### src/rtl/prm_edge_mask_collector.sv
// Edge-mask collector: waits for checker logic to settle, snapshots the mask,
// then streams it out word by word while counting blocked edges.
module prm_edge_mask_collector #(
  parameter  int NUM_EDGES  = 256,
  parameter  int WORD_W     = 32,
  parameter  int SETTLE_CYC = 2,
  localparam int NUM_WORDS  = (NUM_EDGES + WORD_W - 1) / WORD_W,
  localparam int IDX_W      = (NUM_WORDS > 1) ? $clog2(NUM_WORDS) : 1,
  localparam int CNT_W      = $clog2(NUM_EDGES + 1)
) (
  input  logic                 i_clk,
  input  logic                 i_rst,
  input  logic                 i_start,
  input  logic [NUM_EDGES-1:0] i_edge_mask_in,
  output logic                 o_busy,
  output logic                 o_out_valid,
  input  logic                 i_out_ready,
  output logic [WORD_W-1:0]    o_out_data,
  output logic [IDX_W-1:0]     o_out_idx,
  output logic                 o_out_last,
  output logic [CNT_W-1:0]     o_blocked_cnt,
  output logic                 o_done
);

  localparam int TOT_W = NUM_WORDS * WORD_W;
  localparam int SC_W  = (SETTLE_CYC > 0) ? $clog2(SETTLE_CYC + 1) : 1;

  localparam logic [IDX_W-1:0] LAST_IDX = IDX_W'(NUM_WORDS - 1);
  localparam logic [SC_W-1:0]  SC_INIT  = SC_W'(SETTLE_CYC);

  typedef enum logic [1:0] {
    S_IDLE,
    S_SETTLE,
    S_STREAM
  } state_t;

  state_t             r_state;
  logic [SC_W-1:0]    r_cnt;
  logic [TOT_W-1:0]   r_snap;
  logic [IDX_W-1:0]   r_idx;
  logic               r_last;
  logic               r_valid;
  logic               r_busy;
  logic               r_done;
  logic [CNT_W-1:0]   r_blocked;

  logic [TOT_W-1:0]   w_cap;
  logic [CNT_W-1:0]   w_pop;
  logic [IDX_W-1:0]   w_idx_nxt;
  logic               w_hs;

  // Pad bits above NUM_EDGES stay zero so they are never counted.
  always_comb begin
    w_cap                  = '0;
    w_cap[NUM_EDGES-1:0]   = i_edge_mask_in;
  end

  always_comb begin
    w_pop = '0;
    for (int i = 0; i < WORD_W; i++) begin
      w_pop = w_pop + CNT_W'(r_snap[i]);
    end
  end

  assign w_idx_nxt = r_idx + IDX_W'(1);
  assign w_hs      = r_valid & i_out_ready;

  // The snapshot shifts down one word per handshake; the low word is the output.
  always_ff @(posedge i_clk) begin
    if (i_rst) begin
      r_state   <= S_IDLE;
      r_cnt     <= '0;
      r_snap    <= '0;
      r_idx     <= '0;
      r_last    <= 1'b0;
      r_valid   <= 1'b0;
      r_busy    <= 1'b0;
      r_done    <= 1'b0;
      r_blocked <= '0;
    end else begin
      r_done <= 1'b0;
      unique case (r_state)
        S_IDLE: begin
          if (i_start) begin
            r_state   <= S_SETTLE;
            r_cnt     <= SC_INIT;
            r_blocked <= '0;
            r_busy    <= 1'b1;
          end
        end
        S_SETTLE: begin
          if (r_cnt == '0) begin
            r_state <= S_STREAM;
            r_snap  <= w_cap;
            r_idx   <= '0;
            r_last  <= (NUM_WORDS == 1);
            r_valid <= 1'b1;
          end else begin
            r_cnt <= r_cnt - SC_W'(1);
          end
        end
        S_STREAM: begin
          if (w_hs) begin
            r_blocked <= r_blocked + w_pop;
            r_snap    <= r_snap >> WORD_W;
            if (r_last) begin
              r_state <= S_IDLE;
              r_valid <= 1'b0;
              r_busy  <= 1'b0;
              r_last  <= 1'b0;
              r_done  <= 1'b1;
            end else begin
              r_idx  <= w_idx_nxt;
              r_last <= (w_idx_nxt == LAST_IDX);
            end
          end
        end
        default: r_state <= S_IDLE;
      endcase
    end
  end

  assign o_busy        = r_busy;
  assign o_out_valid   = r_valid;
  assign o_out_data    = r_snap[WORD_W-1:0];
  assign o_out_idx     = r_idx;
  assign o_out_last    = r_last;
  assign o_blocked_cnt = r_blocked;
  assign o_done        = r_done;

endmodule
### config.mk
export PLATFORM = sky130hd
export DESIGN_NAME = prm_edge_mask_collector
export DESIGN_NICKNAME = d
export VERILOG_FILES = /design/src/rtl/prm_edge_mask_collector.sv
export SDC_FILE = /design/constraint.sdc
export NUM_CORES = 1
export LEC_CHECK = 0
export CAP_MARGIN = 15
export CELL_PAD_IN_SITES_DETAIL_PLACEMENT = 0
export CELL_PAD_IN_SITES_GLOBAL_PLACEMENT = 1
export CORE_MARGIN = 8
export CORE_UTILIZATION = 38
export CTS_CLUSTER_SIZE = 25
export DETAILED_ROUTE_END_ITERATION = 8
export PLACE_DENSITY = 0.9
export SKIP_LAST_GASP = 1
export SLEW_MARGIN = 5
export SYNTH_ARGS = -nofsm -noshare
export SYNTH_HDL_FRONTEND = slang
export SYNTH_SLANG_ARGS = --single-unit
### constraint.sdc
create_clock -name i_clk -period 5.95 [get_ports i_clk]
set_input_delay 0.595 -clock i_clk [delete_from_list [all_inputs] [get_ports i_clk]]
set_output_delay 0.595 -clock i_clk [all_outputs]
set_load 0.1 [all_outputs]
### Word level (Yosys, flattened, before mapping)

Cells that the tools add are included.

* output and inout port bits: 48
* register bits: 276
* word-level logic and storage cells: 97
* bits of input ports: 260

* $add $sub $neg: 34
* bitwise gates (word level): 3
* mux-type cells: 29
* equality and inequality tests: 9
* reduce and logical (&&, ||, !) cells: 13

Operators with widths (count)
* 2-to-1 mux 256 bit: 2
* one-hot mux 256 bit (2 select lines): 1
* adder 9 x 1 -> 9 bit: 23
* 2-to-1 mux 9 bit: 2
* one-hot mux 9 bit (2 select lines): 1
* AND reduction 4 bit: 4
* 2-to-1 mux 2 bit: 6
* != test 2 bit, second input constant: 6
* adder 8 x 1 -> 9 bit: 1
* adder 9 bit: 1
* 2-to-1 mux 3 bit: 3
* AND reduction 3 bit: 3
* adder 7 x 1 -> 8 bit: 1
* 2-to-1 mux 1 bit: 8
* adder 6 x 1 -> 7 bit: 1
* adder 5 x 1 -> 6 bit: 1
* one-hot mux 1 bit (2 select lines): 3
* one-hot mux 2 bit (3 select lines): 1
* one-hot mux 3 bit (2 select lines): 1
* nonzero test 2 bit: 3
* adder 4 x 1 -> 5 bit: 1
* adder 3 x 1 -> 4 bit: 1
* zero test 2 bit: 2
* one-hot mux 2 bit (2 select lines): 1
* 10 further kinds: 11

### Logic depth before layout (Yosys ltp)

Gate-level depths: netlist of run 1.

* depth in word-level cells: 34
* gate-level depth with buffers: 15
* mapped depth without buffers: 15

### Worst setup path before layout of run 1

OpenSTA, ideal clock, no wires.

* path kind: reg-to-reg
* from: reg r_blocked[0], in the netlist o_blocked_cnt[0]
* to: reg r_blocked[8], in the netlist o_blocked_cnt[8]
* arrival: 5.436 ns
* clock period less this slack: 5.508 ns
* buffers on the path: 0
* slack: 0.442 ns
* setup time: 0.072 ns
* stages on the path, launching flop included: 14
* required time: 5.878 ns
* cell sequence: dfxtp_1 -> fa_1 -> inv_1 -> fa_1 -> fa_1 -> fa_1 -> fa_1 -> fa_1 -> fa_1 -> fa_1 -> nor2b_1 -> o31ai_1 -> a211oi_1 -> mux2i_1

* word-level cells in the longest chain between the ends: 3

RTL lines
* start: declaration: line 45 `logic [CNT_W-1:0] r_blocked;`
* start signal: assignment: line 104 `r_blocked <= r_blocked + w_pop;`
* adder 9 bit: line 104
* 2-to-1 mux 9 bit: line 103 `if (w_hs) begin`
* one-hot mux 9 bit (2 select lines): line 82 `unique case (r_state)`

No other way between the ends. The select of a mux whose other input is x is not followed.
A chain may end at the register's enable or synchronous reset.

### Worst setup path in the final report of run 1

* from: reg r_snap[22]
* to: reg r_blocked[8], in the netlist o_blocked_cnt[8]

* word-level cells in the longest chain between the ends: 13

RTL lines
* start: declaration: line 39 `logic [TOT_W-1:0] r_snap;`
* start signal: assignment: line 94 `r_snap <= w_cap;`
* start signal: assignment: line 105 `r_snap <= r_snap >> WORD_W;`
* adder 9 x 1 -> 9 bit (10 in series): line 61 `w_pop = w_pop + CNT_W'(r_snap[i]);`
* adder 9 bit: line 104
* 2-to-1 mux 9 bit: line 103
* one-hot mux 9 bit (2 select lines): line 82

No other way between the ends. The select of a mux whose other input is x is not followed.

==> results.env, run 1 <==
STATUS='finished, final reports clean'
DRC=0
SETUP_WS_NS=0.622
WORST_SLEW_PIN_SLEW_NS=1.15
MAX_FREQ_GHz=0.188
SETUP_TNS_NS=0
GRT_SETUP_UNREPAIRED='no'
CLKSLEWWORSTSETUPHOLDPATHS_NS=0.06
FINAL_NET_COUNT=2091
PLACED_AREA_UM2=17100
CRIT_PATH_MAX_FANOUT=4
FINALCRITPERIODSHARE_PCT=89.5
TRITONCTS='yes'
CTS_POST_SETUP_BUFFERS_INSERTED=0
ROUTE.DETAILED.WL_PER_INST_UM=19.4
WORST_CLOCK_SKEW_NS=0.0204
CTS.HOLD.BUFFERS_ADDED=0
YS_SEQ_AREA_SHARE_PCT=38.9
MAPPEDNETLISTNETS=1912
REPORT.FINAL.SLEW_VIOL_COUNT=0
PERIOD_NEEDED_NS=5.33
SYNTH-ASYNC-RESET-RATIO_PCT=0
WORSTSETUPPATHTYPE='flip-flop to flip-flop'
PRE_CTS_SLACK_NS=0.683
FINALSETUPVIOLATIONS=0
AREA_OCCUPIED_BY_MULTI_INPUT_GATES_UM2=7550
POWER.LEAKAGE_nW=6.35
FINAL-HOLD-VIOLATION-COUNT=0
DRT_FIRST_ITER_VIOLATIONS=694
INITIAL_ANTENNA_VIOLATION_COUNT=5
IO_PINS=308
WORST_HOLD_PATH_TYPE='flip-flop to flip-flop'
CLOCKBUFFERDEPTH=3
DRT_PASS1_ITERATIONS=6
SLEW_HEADROOM_PCT=22.8
FIN_CELLS=2282
PLACEMENT.IO_BUFFERS=307
DRTANTENNAVIOLNETS=0
DESIGN.CORE.AREA_UM2=36700
CAP_VIOLATIONS=0
REMAINING_OVERFLOW_GRT=0
CORE.ROWCOUNT=70
DIE-AREA_UM2=43800
SEQCELLAREA_UM2=5530
POST-DP-HPWL_UM=31800
FRACTION_OF_FINAL_LAYOUT_CELLS_WITH_DRIVE_STRENGTH_GREATER_THAN_1_PCT=15.2
POSTSYNTHAREAPERCELL_UM2=8.82
GRT_UTIL_ALL_LAYERS_PCT=19.5
DR_TOTAL_VIAS=11900
DIE_H_UM=209
IRDROPWORSTVDD_uV=223
FIRST_GLOBAL_VIAS=12100
SYN_AREA_UM2=14200
CTS_RESIZED=0
X_DIMENSION_OF_THE_DIE_UM=209
N_FILL_CELL=3536
CTS_BUFFERS=31
CRITICAL_PATH.ENDPOINT_TYPE='flip-flop'
DP.CELLS=2222
NUMCLOCKSINKS=276
HTREEDEPTH=1
CRITPATHLAUNCHTYPE='flip-flop'
WORST_EP_REQUIRED_TIME_NS=6.43
CLKLATENCYLATEPIN_NS=0.57
AREA_GROWTH_PCT=27.7
EDFF_COUNT_SYNTH=0
SYNTH.DISTINCT_CELLS=39
ROUTED_WIRELENGTH_UM=44300
POWER_DENSITY_nW_PER_UM2=316
CLOCK_TREE.ROOT_CELL='clkbuf_16'
ROUTE.DETAILED.VIAS_PER_INST=5.24
SYNTH_TOP_FLOP_CELL='dfxtp_1'
LARGEST_NET_DEGREE_AT_THE_START_OF_GLOBAL_ROUTING=201
WORSTPATHARRIVAL_NS=5.81
FINALWEIGHTEDCONGESTION=0.832
YS_FF_LATCH=276
POSTSYNTHCELLCOUNT=1608
STARTING_UTILIZATION_OF_THE_CORE_AREA_PCT=38.7
DESIGN_AREA_UM2=18100
YS_WARNS=0
GRT_FIRST_PASS_WIRELENGTH_UM=69100
## synthesized netlist by cell type, types with 2 or more instances
cell,count,area share (%)
a311oi_2,210,22
or3_1,4,0.18
a311oi_1,14,0.86
o211ai_1,2,0.11
clkbuf_1,76,2.0
fa_1,26,3.7
inv_1,46,1.2
a211o_1,4,0.25
mux2i_1,5,0.35
buf_2,31,1.1
o31a_1,2,0.12
nand4_1,2,0.088
a22oi_1,32,1.7
buf_1,3,0.079
nor2b_1,5,0.22
nand3b_1,5,0.26
buf_4,57,3.0
dfxtp_1,276,39
nor2_1,280,7.4
nand2_1,456,12
o21ai_0,7,0.25
o21a_1,3,0.16
o31ai_1,2,0.11
nor3_1,7,0.25
ha_1,18,1.6
a21oi_1,14,0.49
a211oi_1,3,0.16
buf_6,7,0.56
## layout make-up
cell class / count / area share, %
multi-input cells: 1112 / 41.7
clock buffers: 49 / 5.15
diodes: 4 / 0.0552
clock inverters: 7 / 0.490
well taps: 468 / 3.23
inverters: 46 / 0.953
repair buffers: 320 / 17.9
flip-flops and latches: 276 / 30.5
## critical path: stages, from the launching register on
cell and delay (ns):
dfxtp_1 0.35, inv_1 0.07, fa_1 0.58, fa_1 0.44
fa_1 0.55, fa_1 0.46, fa_1 0.54, fa_1 0.43
fa_1 0.43, fa_1 0.45, nor2b_1 0.29, o31ai_1 0.17
a211oi_1 0.28, mux2i_1 0.22
## stage by stage
step | power, mW | hold WS [ns] | utilization [%]
floorplan | 3.39 | 0.455 | -
global placement | 3.80 | 0.460 | 46.6
detailed placement | 3.84 | 0.469 | 46.6
CTS | 5.78 | 0.478 | 49.3
global route | 6.03 | 0.501 | 49.3
finish | 5.72 | 0.476 | 49.4
## worst paths after layout
| kind | from | endpoint | slack, ns | depth (start not counted) |
|---|---|---|---|---|
| worst max-delay path | r_snap[22] | o_blocked_cnt[8] | 0.62 | 13 |
| worst min-delay path | r_snap[200] | r_snap[168] | 0.48 | 2 |
| worst max register to register | r_snap[22] | o_blocked_cnt[8] | 0.62 | 13 |
| worst min register to register | r_snap[200] | r_snap[168] | 0.48 | 2 |
## report_power, final
| part | total [mW] | switching [mW] | internal, mW | leakage (nW) |
|---|---|---|---|---|
| Sequential | 2.14 | 0.113 | 2.03 | 2.26 |
| Combinational | 1.66 | 0.989 | 0.667 | 3.59 |
| Clock | 1.92 | 0.772 | 1.15 | 0.506 |
| Total | 5.72 | 1.87 | 3.85 | 6.35 |
## flip-flops by register name (all words and copies together) (netlist names)
signal and flops:
r_cnt 2, o_out_idx 3, o_done 1, r_state 2, o_out_valid 1, o_blocked_cnt 9, r_snap 256, o_busy 1
o_out_last 1
## per-layer routing
metal / global-route usage, % / up-vias / wire length, µm / share of wire, %
met5: 0 / - / 31 / 0.070
met4: 5.54 / 6 / 1260 / 2.9
met3: 5.51 / 69 / 3190 / 7.2
met2: 31.1 / 389 / 19900 / 45
met1: 25.4 / 5614 / 19900 / 45
li1: - / 5871 / - / -
## layout by cell type (no fill, tap or decap), drive strengths merged, types with 14 or more instances in the layout
cell type	count
a311oi	224
ha	18
clkbuf	49
buf	14
inv	47
nand2	456
a22oi	32
clkdlybuf4s50	306
nor2	280
dfxtp	276
a21oi	14
fa	26
## cells by family after synthesis
logic type      share of synthesized area (%)
simple gates                             20.8
compound gates                           26.6
flops                                    38.9
buf+inv                                  7.97
fa+ha+maj                                5.26
mux                                     0.353
xor+xnor                               0.0617
(Power assumes the default switching activity.)
==> run 2: changes to the inputs <==
CORE_ASPECT_RATIO = 1.25   (was not set)
==> run 2 against run 1 <==
Compared with the run above:
- clock power is 3% lower
- sequential power hardly changed
- routed wire length is 2.2% lower
- critical path depth stayed put
- register-to-register slack worse by 0.04 ns
- clock-buffer cell count is 6 lower
- highest routed layer is now met4
- hold slack hardly changed
- first-iteration DRC count is 5.9% lower
- worst setup slack worse by 0.039 ns
- cell count is 0.96% higher
==> results.env, run 2 (same netlist as run 1, synthesis figures left out) <==
DIE_H_UM=232  # +11%
MOSTFREQUENTLAYOUTCELLS='nand2_1 (456), clkdlybuf4s50_1 (306), nor2_1 (279)'
SLEW_HEADROOM_PCT=20.0  # -2.8 points
P_INT_mW=3.81  # -0.99%
TRITONCTS='yes'
CLOCK_TREE.ROOT_CELL='clkbuf_16'
CLKSLEWWORSTSETUPHOLDPATHS_NS=0.06  # about the same
CTS_RESIZED=0  # unchanged
X_DIMENSION_OF_THE_DIE_UM=189  # -9.8%
HTREEDEPTH=1  # unchanged
PLACEMENT.IO_BUFFERS=307  # unchanged
LARGEST_NET_DEGREE_AT_THE_START_OF_GLOBAL_ROUTING=169  # -16%
DRTANTENNAVIOLNETS=0  # unchanged
STARTING_UTILIZATION_OF_THE_CORE_AREA_PCT=38.3  # -0.38 points
POWER_DENSITY_nW_PER_UM2=313  # -0.87%
MAX_FREQ_GHz=0.186  # -0.72%
DRT_FIRST_ITER_VIOLATIONS=653  # -5.9%
FIRST_GLOBAL_VIAS=12000  # -1.4%
SWSHARE_PCT=32.9  # +0.19 points
CRITPATHLAUNCHTYPE='flip-flop'
SETUP_TNS_NS=0  # unchanged
REGISTERS.TOP_BY_FF_COUNT='r_snap'
DIE-AREA_UM2=43800  # about the same
MOSTFREQUENTLAYOUTCELL='nand2_1'
DESIGN.CORE.AREA_UM2=37100  # +1.0%
FINALWEIGHTEDCONGESTION=0.802  # -3.5%
IO_PINS=308  # unchanged
REMAINING_OVERFLOW_GRT=0  # unchanged
CAP_VIOLATIONS=0  # unchanged
NUMCLOCKSINKS=276  # unchanged
ROUTED_WIRELENGTH_UM=43400  # -2.2%
GRT_SETUP_UNREPAIRED='no'
PERIOD_NEEDED_NS=5.37  # +0.0387 ns
REPORT.FINAL.SLEW_VIOL_COUNT=0  # unchanged
WORST_SLEW_PIN_SLEW_NS=1.20  # +0.0449 ns
WHS_NS=0.476  # -0.0000380 ns
WORST_HOLD_PATH_TYPE='flip-flop to flip-flop'
STATUS='finished, final reports clean'
PWR-SHARE-CLK_PCT=32.7  # -0.9 points
SEQPWRFRAC_PCT=37.7  # +0.2 points
INITIAL_ANTENNA_VIOLATION_COUNT=1  # -4
CTS_BUFFERS=30  # -3.2%
N_FILL_CELL=3512  # -0.68%
CLKLATENCYLATEPIN_NS=0.56  # about the same
WORSTPATHARRIVAL_NS=5.84  # +0.03 ns
CRITICAL_PATH.ENDPOINT_TYPE='flip-flop'
POWER.LEAKAGE_nW=6.37  # +0.20%
POWER.SWITCHING_mW=1.87  # -0.14%
CRIT_PATH_MAX_FANOUT=4  # unchanged
POST-DP-HPWL_UM=31900  # +0.32%
DRT_PASS1_ITERATIONS=5  # -1
CORE.ROWCOUNT=79  # +13%
IRDROPWORSTVDD_uV=184  # -18%
FRACTION_OF_FINAL_LAYOUT_CELLS_WITH_DRIVE_STRENGTH_GREATER_THAN_1_PCT=15.6  # +0.44 points
AREA_GROWTH_PCT=27.9
ROUTE.DETAILED.WL_PER_INST_UM=18.8  # -3.1%
GRT_UTIL_ALL_LAYERS_PCT=19.0  # -0.51 points
CTS_POST_SETUP_BUFFERS_INSERTED=0  # unchanged
FINAL-HOLD-VIOLATION-COUNT=0  # unchanged
CLOCKBUFFERDEPTH=3  # unchanged
FINAL_NET_COUNT=2100  # +0.43%
LARGEST_REGISTER_FFS=256  # unchanged
WORSTSETUPPATHTYPE='flip-flop to flip-flop'
WORST_EP_REQUIRED_TIME_NS=6.43  # about the same
CTS.HOLD.BUFFERS_ADDED=0  # unchanged
DR_TOTAL_VIAS=11900  # -0.16%
GRT_FIRST_PASS_WIRELENGTH_UM=67300  # -2.6%
DRC=0  # unchanged
WORST_CLOCK_SKEW_NS=0.0100  # -0.0104 ns
ROUTE.DETAILED.VIAS_PER_INST=5.18  # -1.1%
FINALSETUPVIOLATIONS=0  # unchanged
FINALCRITPERIODSHARE_PCT=90.2  # +0.65 points
POWER_FRAC_COMB_PCT=29.6  # +0.7 points
==> run 2: routing by layer <==
layer	wire length [µm]	vias to the layer above	track usage, %
met2	21400	352	32.9
met3	2800	55	4.24
li1	-	5892	-
met4	1260	0	6.19
met1	17900	5631	23.0
met5	0	-	0
==> run 2: power by group through the flow <==
stage / registers, mW / clock network (mW) / logic, mW
3_3_place_gp: 2.18 / 0 / 1.63
2_1_floorplan: 2.17 / 0 / 1.22
4_1_cts: 2.14 / 1.90 / 1.69
3_5_place_dp: 2.18 / 0 / 1.68
5_1_grt: 2.17 / 1.97 / 1.82
6_report: 2.14 / 1.86 / 1.68
==> run 2: worst paths after layout <==
check | start | endpoint | slack [ns] | cells after the start
worst max-delay path | r_snap[22] | o_blocked_cnt[8] | 0.58 | 13
worst min register to register | r_snap[201] | r_snap[169] | 0.48 | 2
worst min-delay path | r_snap[201] | r_snap[169] | 0.48 | 2
worst max register to register | r_snap[22] | o_blocked_cnt[8] | 0.58 | 13
==> run 2: worst max-delay path, stage by stage, from the launching register on <==
cell and delay (ns):
dfxtp_1 0.36, inv_1 0.07, fa_1 0.61, fa_1 0.45, fa_1 0.53, fa_1 0.45, fa_1 0.54, fa_1 0.45
fa_1 0.45, fa_1 0.46, nor2b_1 0.25, o31ai_1 0.17, a211oi_1 0.28, mux2i_1 0.22
==> run 2: final cells by class <==
| type | count | area (µm²) | share of cell area, % |
|---|---|---|---|
| multi-input cells | 1112 | 7550 | 41.6 |
| flip-flops and latches | 276 | 5530 | 30.4 |
| repair buffers | 330 | 3300 | 18.2 |
| clock buffers | 43 | 871 | 4.80 |
| well taps | 486 | 608 | 3.35 |
| inverters | 46 | 173 | 0.952 |
| clock inverters | 10 | 115 | 0.634 |
| diodes | 1 | 2.50 | 0.0138 |
==> run 2: through the flow <==
step	utilization [%]	std cells	area, µm²	power (mW)	setup WS (ns)
floorplan	-	1608	14200	3.39	0.442
global placement	46.3	2250	17200	3.81	0.756
detailed placement	46.3	2250	17200	3.86	0.638
CTS	48.9	2303	18100	5.73	0.583
global route	48.9	2303	18100	5.96	0.446
finish	49.0	2304	18100	5.68	0.584
==> run 3: changes to the inputs <==
CORE_UTILIZATION = 35   (was 38)
PLACE_DENSITY = 0.88   (was 0.9)
clock period = 4.35 ns   (was 5.95 ns; I/O delays follow)
==> run 3 against run 2 <==
Compared with the run above:
- cell count grew 2.5%
- die area grew 7.9%
- maximum frequency grew 9.3%
- largest power group unchanged
- sequential power grew 37%
- critical path type unchanged
- clock-buffer cell count grew 1
- clock skew grew 0.014 ns
- routed wire length grew 6.0%
- highest routed layer unchanged
- core utilization shrank 2.3 points
- flip-flop and latch count is the same
- first-iteration DRC count shrank 1.7%
- the run now ends with setup timing left
==> results.env, run 3 (same netlist as run 1, synthesis figures left out) <==
FINALWEIGHTEDCONGESTION=0.910  # +13%
MAX_FREQ_GHz=0.204  # +9.3%
ROUTE.DETAILED.WL_PER_INST_UM=19.5  # +3.4%
WORSTSETUPPATHTYPE='flip-flop to flip-flop'
FINALSETUPVIOLATIONS=8  # +8
MOSTFREQUENTLAYOUTCELLS='nand2_1 (456), clkdlybuf4s50_1 (306), nor2_1 (279)'
HTREEDEPTH=1  # unchanged
POWER.LEAKAGE_nW=6.62  # +3.9%
PLACEMENT.IO_BUFFERS=307  # unchanged
WORST_HOLD_PATH_TYPE='primary input to flip-flop'
NUMCLOCKSINKS=276  # unchanged
FRACTION_OF_FINAL_LAYOUT_CELLS_WITH_DRIVE_STRENGTH_GREATER_THAN_1_PCT=18.4  # +2.8 points
SLEW_HEADROOM_PCT=29.0  # +9.0 points
CLOCKBUFFERDEPTH=3  # unchanged
N_FILL_CELL=3831  # +9.1%
DIE_H_UM=241  # +3.9%
POWER_DENSITY_nW_PER_UM2=438  # +40%
DP.CELLS=2299  # +2.2%
CLKSLEWWORSTSETUPHOLDPATHS_NS=0.06  # about the same
WORST_SLEW_PIN_SLEW_NS=1.06  # -0.138 ns
AREA_GROWTH_PCT=31.5
CLKLATENCYLATEPIN_NS=0.57  # about the same
PERIOD_NEEDED_NS=4.91  # -0.455 ns
TRITONCTS='yes'
WHS_NS=0.397  # -0.0782 ns
LARGEST_NET_DEGREE_AT_THE_START_OF_GLOBAL_ROUTING=107  # -37%
X_DIMENSION_OF_THE_DIE_UM=196  # +3.8%
DRT_FIRST_ITER_VIOLATIONS=642  # -1.7%
DR_TOTAL_VIAS=12100  # +1.6%
IRDROPWORSTVDD_uV=284  # +54%
ROUTED_WIRELENGTH_UM=46000  # +6.0%
MOSTFREQUENTLAYOUTCELL='nand2_1'
REMAINING_OVERFLOW_GRT=0  # unchanged
CORE.ROWCOUNT=82  # +3.8%
CLOCK_TREE.ROOT_CELL='clkbuf_16'
SETUP_WS_NS=-0.561  # -1.14 ns
GRT_UTIL_ALL_LAYERS_PCT=19.0  # +0.035 points
STARTING_UTILIZATION_OF_THE_CORE_AREA_PCT=35.5  # -2.8 points
REGISTERS.TOP_BY_FF_COUNT='r_snap'
CRITICAL_PATH.ENDPOINT_TYPE='flip-flop'
DRC=0  # unchanged
FIRST_GLOBAL_VIAS=12500  # +4.7%
WORSTPATHARRIVAL_NS=5.40  # -0.44 ns
REPORT.FINAL.SLEW_VIOL_COUNT=0  # unchanged
FINALCRITPERIODSHARE_PCT=113  # +23 points
DRT_PASS1_ITERATIONS=5  # unchanged
WORST_EP_REQUIRED_TIME_NS=4.84  # -1.59 ns
CRITPATHLAUNCHTYPE='flip-flop'
CTS_BUFFERS=30  # unchanged
FINAL_NET_COUNT=2137  # +1.8%
DIE-AREA_UM2=47300  # +7.9%
STATUS='complete, but fails checks'
CRIT_PATH_MAX_FANOUT=3  # -1
ROUTE.DETAILED.VIAS_PER_INST=5.13  # -0.84%
GRT_FIRST_PASS_WIRELENGTH_UM=71300  # +6.0%
FAILED_CHECKS='setup timing'
IO_PINS=308  # unchanged
GRT_SETUP_UNREPAIRED='yes'
FINAL-HOLD-VIOLATION-COUNT=0  # unchanged
CTS.HOLD.BUFFERS_ADDED=0  # unchanged
LARGEST_REGISTER_FFS=256  # unchanged
UTILIZATION_PCT=46.6  # -2.3 points
FIN_CELLS=2361  # +2.5%
WORST_CLOCK_SKEW_NS=0.0245  # +0.0144 ns
POST-DP-HPWL_UM=33900  # +6.4%
DRTANTENNAVIOLNETS=0  # unchanged
CAP_VIOLATIONS=0  # unchanged
INITIAL_ANTENNA_VIOLATION_COUNT=2  # +1
DESIGN.CORE.AREA_UM2=40000  # +7.9%
## run 3: worst max-delay path: stages (launching register included)
cell      delay [ns]
dfxtp_2         0.33
fa_1            0.55
inv_2           0.04
fa_1            0.54
fa_1            0.44
fa_1            0.48
fa_1            0.53
fa_1            0.44
fa_2            0.38
fa_2            0.38
nor2b_4         0.18
o31ai_4         0.09
a211oi_2        0.24
mux2i_1         0.21
## run 3: through the flow
step           instance area, µm²  TNS, ns  power, mW  worst slack [ns]
5_1_grt                     18700    -4.52       8.63            -0.690
2_1_floorplan               14200    -2.74       4.70            -0.542
4_1_cts                     18600    -3.33       8.20            -0.571
3_5_place_dp                17500    -3.66       5.42            -0.676
3_3_place_gp                17500    -2.96       5.36            -0.544
6_report                    18700    -3.40       8.17            -0.561
## run 3: metal layers
metal  track usage [%]  share of wire, %
met1              23.5                43
met2              31.4                47
met3              4.09               6.0
met4              8.92               4.3
met5                 0                 0
## run 3: timing repair
action                                  CTS  global route
endpoints found under the setup margin    9             9
buffers inserted                          4             2
gates resized for setup                  10             9
pin swaps                                10             6
## run 3: worst paths after layout
kind	slack (ns)	cells past startpoint	startpoint	end
worst max register to register	-0.56	13	r_snap[0]	o_blocked_cnt[8]
worst min register to register	0.48	2	r_snap[198]	r_snap[166]
worst min-delay path	0.40	2	i_rst	r_snap[255]
worst max-delay path	-0.56	13	r_snap[0]	o_blocked_cnt[8]
## run 3: layout make-up
| type | instances | area, µm² | area share, % |
|---|---|---|---|
| timing repair buffer | 367 | 3640 | 19.5 |
| tap | 504 | 631 | 3.38 |
| antenna | 2 | 5.00 | 0.0268 |
| sequential | 276 | 5530 | 29.7 |
| clock buffer | 44 | 916 | 4.91 |
| multi-input combinational | 1112 | 7630 | 40.9 |
| inverter | 46 | 173 | 0.926 |
| clock inverter | 10 | 133 | 0.711 |
## run 3: power by group
part	switching [mW]	internal, mW	leakage [nW]
Clock	1.05	1.63	0.521
Sequential	0.152	2.78	2.26
Combinational	1.46	1.10	3.84
==> variant 1 (config.mk and constraints of run 1) <==
Re-encode `state_t` (3 states) as one-hot, 3 bits wide.
--- a/src/rtl/prm_edge_mask_collector.sv
+++ b/src/rtl/prm_edge_mask_collector.sv
@@ -30,6 +30,6 @@
 
-  typedef enum logic [1:0] {
-    S_IDLE,
-    S_SETTLE,
-    S_STREAM
+  typedef enum logic [2:0] {
+    S_IDLE   = 3'b001,
+    S_SETTLE = 3'b010,
+    S_STREAM = 3'b100
   } state_t;
Behaviour: no difference found for any inputs over 4 cycles, from zero or initial values and one cycle with i_rst high; so few cycles prove little.
==> variant 1 against run 1 <==
Sequential cell count rose by 1. Clock skew is 0.0063 ns lower. Final cell count is 1.1% lower. Cell area shrank 4.5%. Core utilization up 0.58 points. Critical path depth up 1. Synthesized area down 5.7%. Routed wire length fell by 2.3%. Setup slack gained 0.020 ns. Highest routed layer unchanged.
Power is not compared: it rests on default switching activity, and its combinational part moved more than twofold at a synthesized area within 25%.
==> variant 1: results (changes against run 1) <==
| Metric | Value |
|---|---|
| Routability cong. | 0.833 (+0.18%) |
| Initial antenna violation count | 6 (+1) |
| Met2 usage | 31.3% (+0.19 points) |
| Worst vdd ir | 0.237 mV |
| GR Util All Layers | 19.9% (+0.37 points) |
| Dpl cells | 2201 (-0.95%) |
| Global-route wire length before repair | 66400 um (-3.9%) |
| TritonRoute pass-1 iters | 5 (-1) |
| Post-synthesis sequential area ratio | 41.4% (+2.5 points) |
| Overall routed net length | 43300 um (-2.3%) |
| Layout Nets | 2084 (-0.33%) |
| Syn Nets | 1904 (-0.42%) |
| Global-route met3 utilization | 5.14% (-0.37 points) |
| Met2 routed WL | 19300 um (-3.2%) |
| Share of layout cells above drive strength 1 | 8.77% (-6.4 points) |
| 1st-iter DRT viols | 816 (+18%) |
| Critical path fanouts, max | 3 (-1) |
| Count of unique library cells instantiated by Yosys | 47 (+21%) |
| Synth area leaders | dfxtp_1, nand2_1, a311oi_2 |
| Synth top cells by count | nand2_1, dfxtp_1, nor2_1 |
| Slew @ Worst Pin | 1.13 ns (-0.0244 ns) |
| Met3 wire len | 2970 um (-6.7%) |
| Arrival time worst endpoint | 5.78 ns (-0.03 ns) |
| Status | complete, no violations |
| M1 GR Usage | 25.8% (+0.41 points) |
| Largest net degree at the start of global routing | 240 (+19%) |
| Finished Layout Cells | 2257 (-1.1%) |
| Avg Synthesized Cell Area | 8.36 um2 (-5.2%) |
## variant 1: changes by cell type after synthesis, sizes merged, moves of 3 or more
cell,change
buf,+8
nand3b,-3
clkbuf,-10
a211oi,-3
o21ai,-3
a211o,-4
nor2,-3
## variant 1: layout make-up
| type | count | area, um2 |
|---|---|---|
| multi-input combinational | 1107 | 6820 |
| clock inverter | 8 | 68.8 |
| timing repair buffer | 319 | 3230 |
| fill | 3329 | 17300 |
| tap | 455 | 569 |
| antenna | 1 | 2.50 |
| sequential | 277 | 5550 |
| inverter | 44 | 165 |
| clock buffer | 46 | 902 |
## variant 1: through the flow
| stage | area, um2 | total power, mW | setup WS, ns |
|---|---|---|---|
| final | 17300 | 4.31 | 0.643 |
| after global routing | 17300 | 4.47 | 0.419 |
| after CTS | 17300 | 4.36 | 0.626 |
| after detailed placement | 16300 | 2.50 | 0.665 |
| after global placement | 16300 | 2.49 | 0.751 |
| after floorplan | 13400 | 2.25 | 0.419 |
## variant 1: cell families after synthesis
group / after synthesis / synth area share, %
compound gates: 293 / 22.6
flops: 277 / 41.4
buf+inv: 216 / 7.72
fa+ha+maj: 44 / 5.57
mux: 4 / 0.299
xor+xnor: 3 / 0.196
simple gates: 763 / 22.1
## variant 1: final timing paths
check	startpoint	endpoint	slack [ns]	cells past startpoint
max	r_snap[22]	o_blocked_cnt[8]	0.64	14
min	r_snap[229]	r_snap[197]	0.47	2
max reg2reg	r_snap[22]	o_blocked_cnt[8]	0.64	14
min reg2reg	r_snap[229]	r_snap[197]	0.47	2
## variant 1: power breakdown
group / switching [mW] / leakage, nW / internal (mW)
registers: 0.0325 / 2.24 / 1.90
clock network: 0.769 / 0.484 / 1.08
logic: 0.266 / 3.36 / 0.258
==> variant 2 (flow settings as in run 1) <==
Made on the original files. Set the parameter `NUM_EDGES` to 128 (it was 256).
--- a/src/rtl/prm_edge_mask_collector.sv
+++ b/src/rtl/prm_edge_mask_collector.sv
@@ -3,3 +3,3 @@
 module prm_edge_mask_collector #(
-  parameter  int NUM_EDGES  = 256,
+  parameter  int NUM_EDGES  = 128,
   parameter  int WORD_W     = 32,
Ports: changed (resized i_edge_mask_in, o_blocked_cnt and o_out_idx); port bits go from 308 to 178. The function was not compared with the original's and may differ.
==> variant 2 against run 1 <==
Setup slack improved by 0.29 ns. Power fell by 40%. Routed wire length fell by 52%. Sequential cell count fell by 130. Cell area fell by 45%. Core utilization fell by 0.23 points. Critical path type unchanged. Synthesized area fell by 45%. Sequential share of layout area fell by 1.0 points. Fmax rose by 5.8%.
==> variant 2: results (changes against run 1) <==
| Metric | Value |
|---|---|
| Hold Path Origin | o_blocked_cnt[7] |
| Vias/cell | 4.97 (-5.1%) |
| Global-route wire length before repair | 33600 um (-51%) |
| GR Util All Layers | 16.3% (-3.1 points) |
| Leakage power | 3.61 nW (-43%) |
| Worst vdd ir | 0.190 mV (-15%) |
| Hold Crit Endpoint | o_blocked_cnt[7] |
| Crit path max-delay family | adder cells |
| Syn Nets | 1046 (-45%) |
| Port-buffer cells | 177 (-42%) |
| Number of flip-flops in the largest register | 128 (-50%) |
| Largest Register | r_snap |
| Synth top cells by count | nand2_1, nor2_1, dfxtp_1 |
| Share of layout cells above drive strength 1 | 12.7% (-2.5 points) |
| Worst clock skew | 0.0115 ns (-0.00888 ns) |
| Vias in the first global route | 6198 (-49%) |
| Clk_lat worst skew | 0.42 ns (-0.15 ns) |
| Post-synthesis sequential area ratio | 37.7% (-1.3 points) |
| Synth area leaders | dfxtp_1, a311oi_2, nand2_1 |
| Num CTS Buffers | 17 (-45%) |
| H-tree Lvls | 4 (+3) |
| Largest net degree at the start of global routing | 194 (-3.5%) |
| Layout Nets | 1147 (-45%) |
| Filler cell count in the final layout | 1916 (-46%) |
| Worst hold path stage count | 2 (unchanged) |
| 1st-iter DRT viols | 414 (-40%) |
| Avg WL per Cell | 16.8 um (-13%) |
| Critical path fanouts, max | 3 (-1) |
| TritonRoute pass-1 iters | 4 (-2) |
| Min Hold Slack | 0.478 ns (+0.00284 ns) |
| Routability cong. | 0.879 (+5.7%) |
| ANT cells | 0 (-4) |
| Worst R2R Setup Slack | 0.91 ns (+0.29 ns) |
| Arrival time worst endpoint | 5.30 ns (-0.51 ns) |
| Initial antenna violation count | 0 (-5) |
| Post-DP HPWL | 14800 um (-53%) |
| Reg2Reg Depth | 14 (+1) |
| Clock-pin slew on the worst setup and hold paths | 0.06 ns (about the same) |
| Status | complete, no violations |
| Critical path origin | r_snap[4] |
| Slew headroom | 29.7% (+6.9 points) |
| Worst Setup EP | o_blocked_cnt[4] |
| Slew Viols, Final | 0 (unchanged) |
| Maximum buffer depth of the clock tree | 2 (-1) |
-- variant 2: kinds of logic (layout without fill, tap and decap cells) --
group / after synthesis / in the layout / share of synthesized area, %
AND/OR/NAND/NOR: 376 / 376 / 19.5
AO/OA/AOI/OAI: 154 / 154 / 22.5
buffers and inverters: 147 / 261 / 10.3
flip-flops: 146 / 146 / 37.7
adder cells (fa/ha/maj): 43 / 43 / 9.45
multiplexers: 4 / 4 / 0.516
XOR/XNOR: 1 / 1 / 0.113
-- variant 2: layer usage --
layer | wire length, um | part of all wire [%] | vias to the layer above | GRT usage [%]
met1 | 10400 | 49 | 2903 | 23.2
met5 | 0 | 0 | - | 0
met3 | 1220 | 5.8 | 9 | 4.29
met4 | 205 | 0.97 | 0 | 4.29
met2 | 9280 | 44 | 177 | 24.0
li1 | - | - | 3145 | -
-- variant 2: per-stage QoR --
step	instance area (um2)	cells	worst slack (ns)	total power, mW	utilization (%)
final	9910	1255	0.913	3.43	49.1
after global routing	9910	1255	0.708	3.66	49.1
after CTS	9910	1255	0.911	3.46	49.1
after detailed placement	9330	1223	0.919	2.40	46.3
after global placement	9330	1223	1.01	2.36	46.3
after floorplan	7760	871	0.519	2.12	-
-- variant 2: power breakdown --
group / leakage [nW] / internal, mW / total (mW) / switching [mW]
clock: 0.280 / 0.630 / 1.06 / 0.428
combinational: 2.13 / 0.478 / 1.23 / 0.755
sequential: 1.19 / 1.07 / 1.14 / 0.0686
total: 3.61 / 2.18 / 3.43 / 1.25
-- variant 2: area by class of cell --
class / instances / share of cell area, %
flip-flops and latches: 146 / 29.5
well taps: 270 / 3.41
repair buffers: 183 / 18.5
clock inverters: 12 / 1.35
inverters: 46 / 1.74
clock buffers: 20 / 4.51
multi-input cells: 578 / 41.0
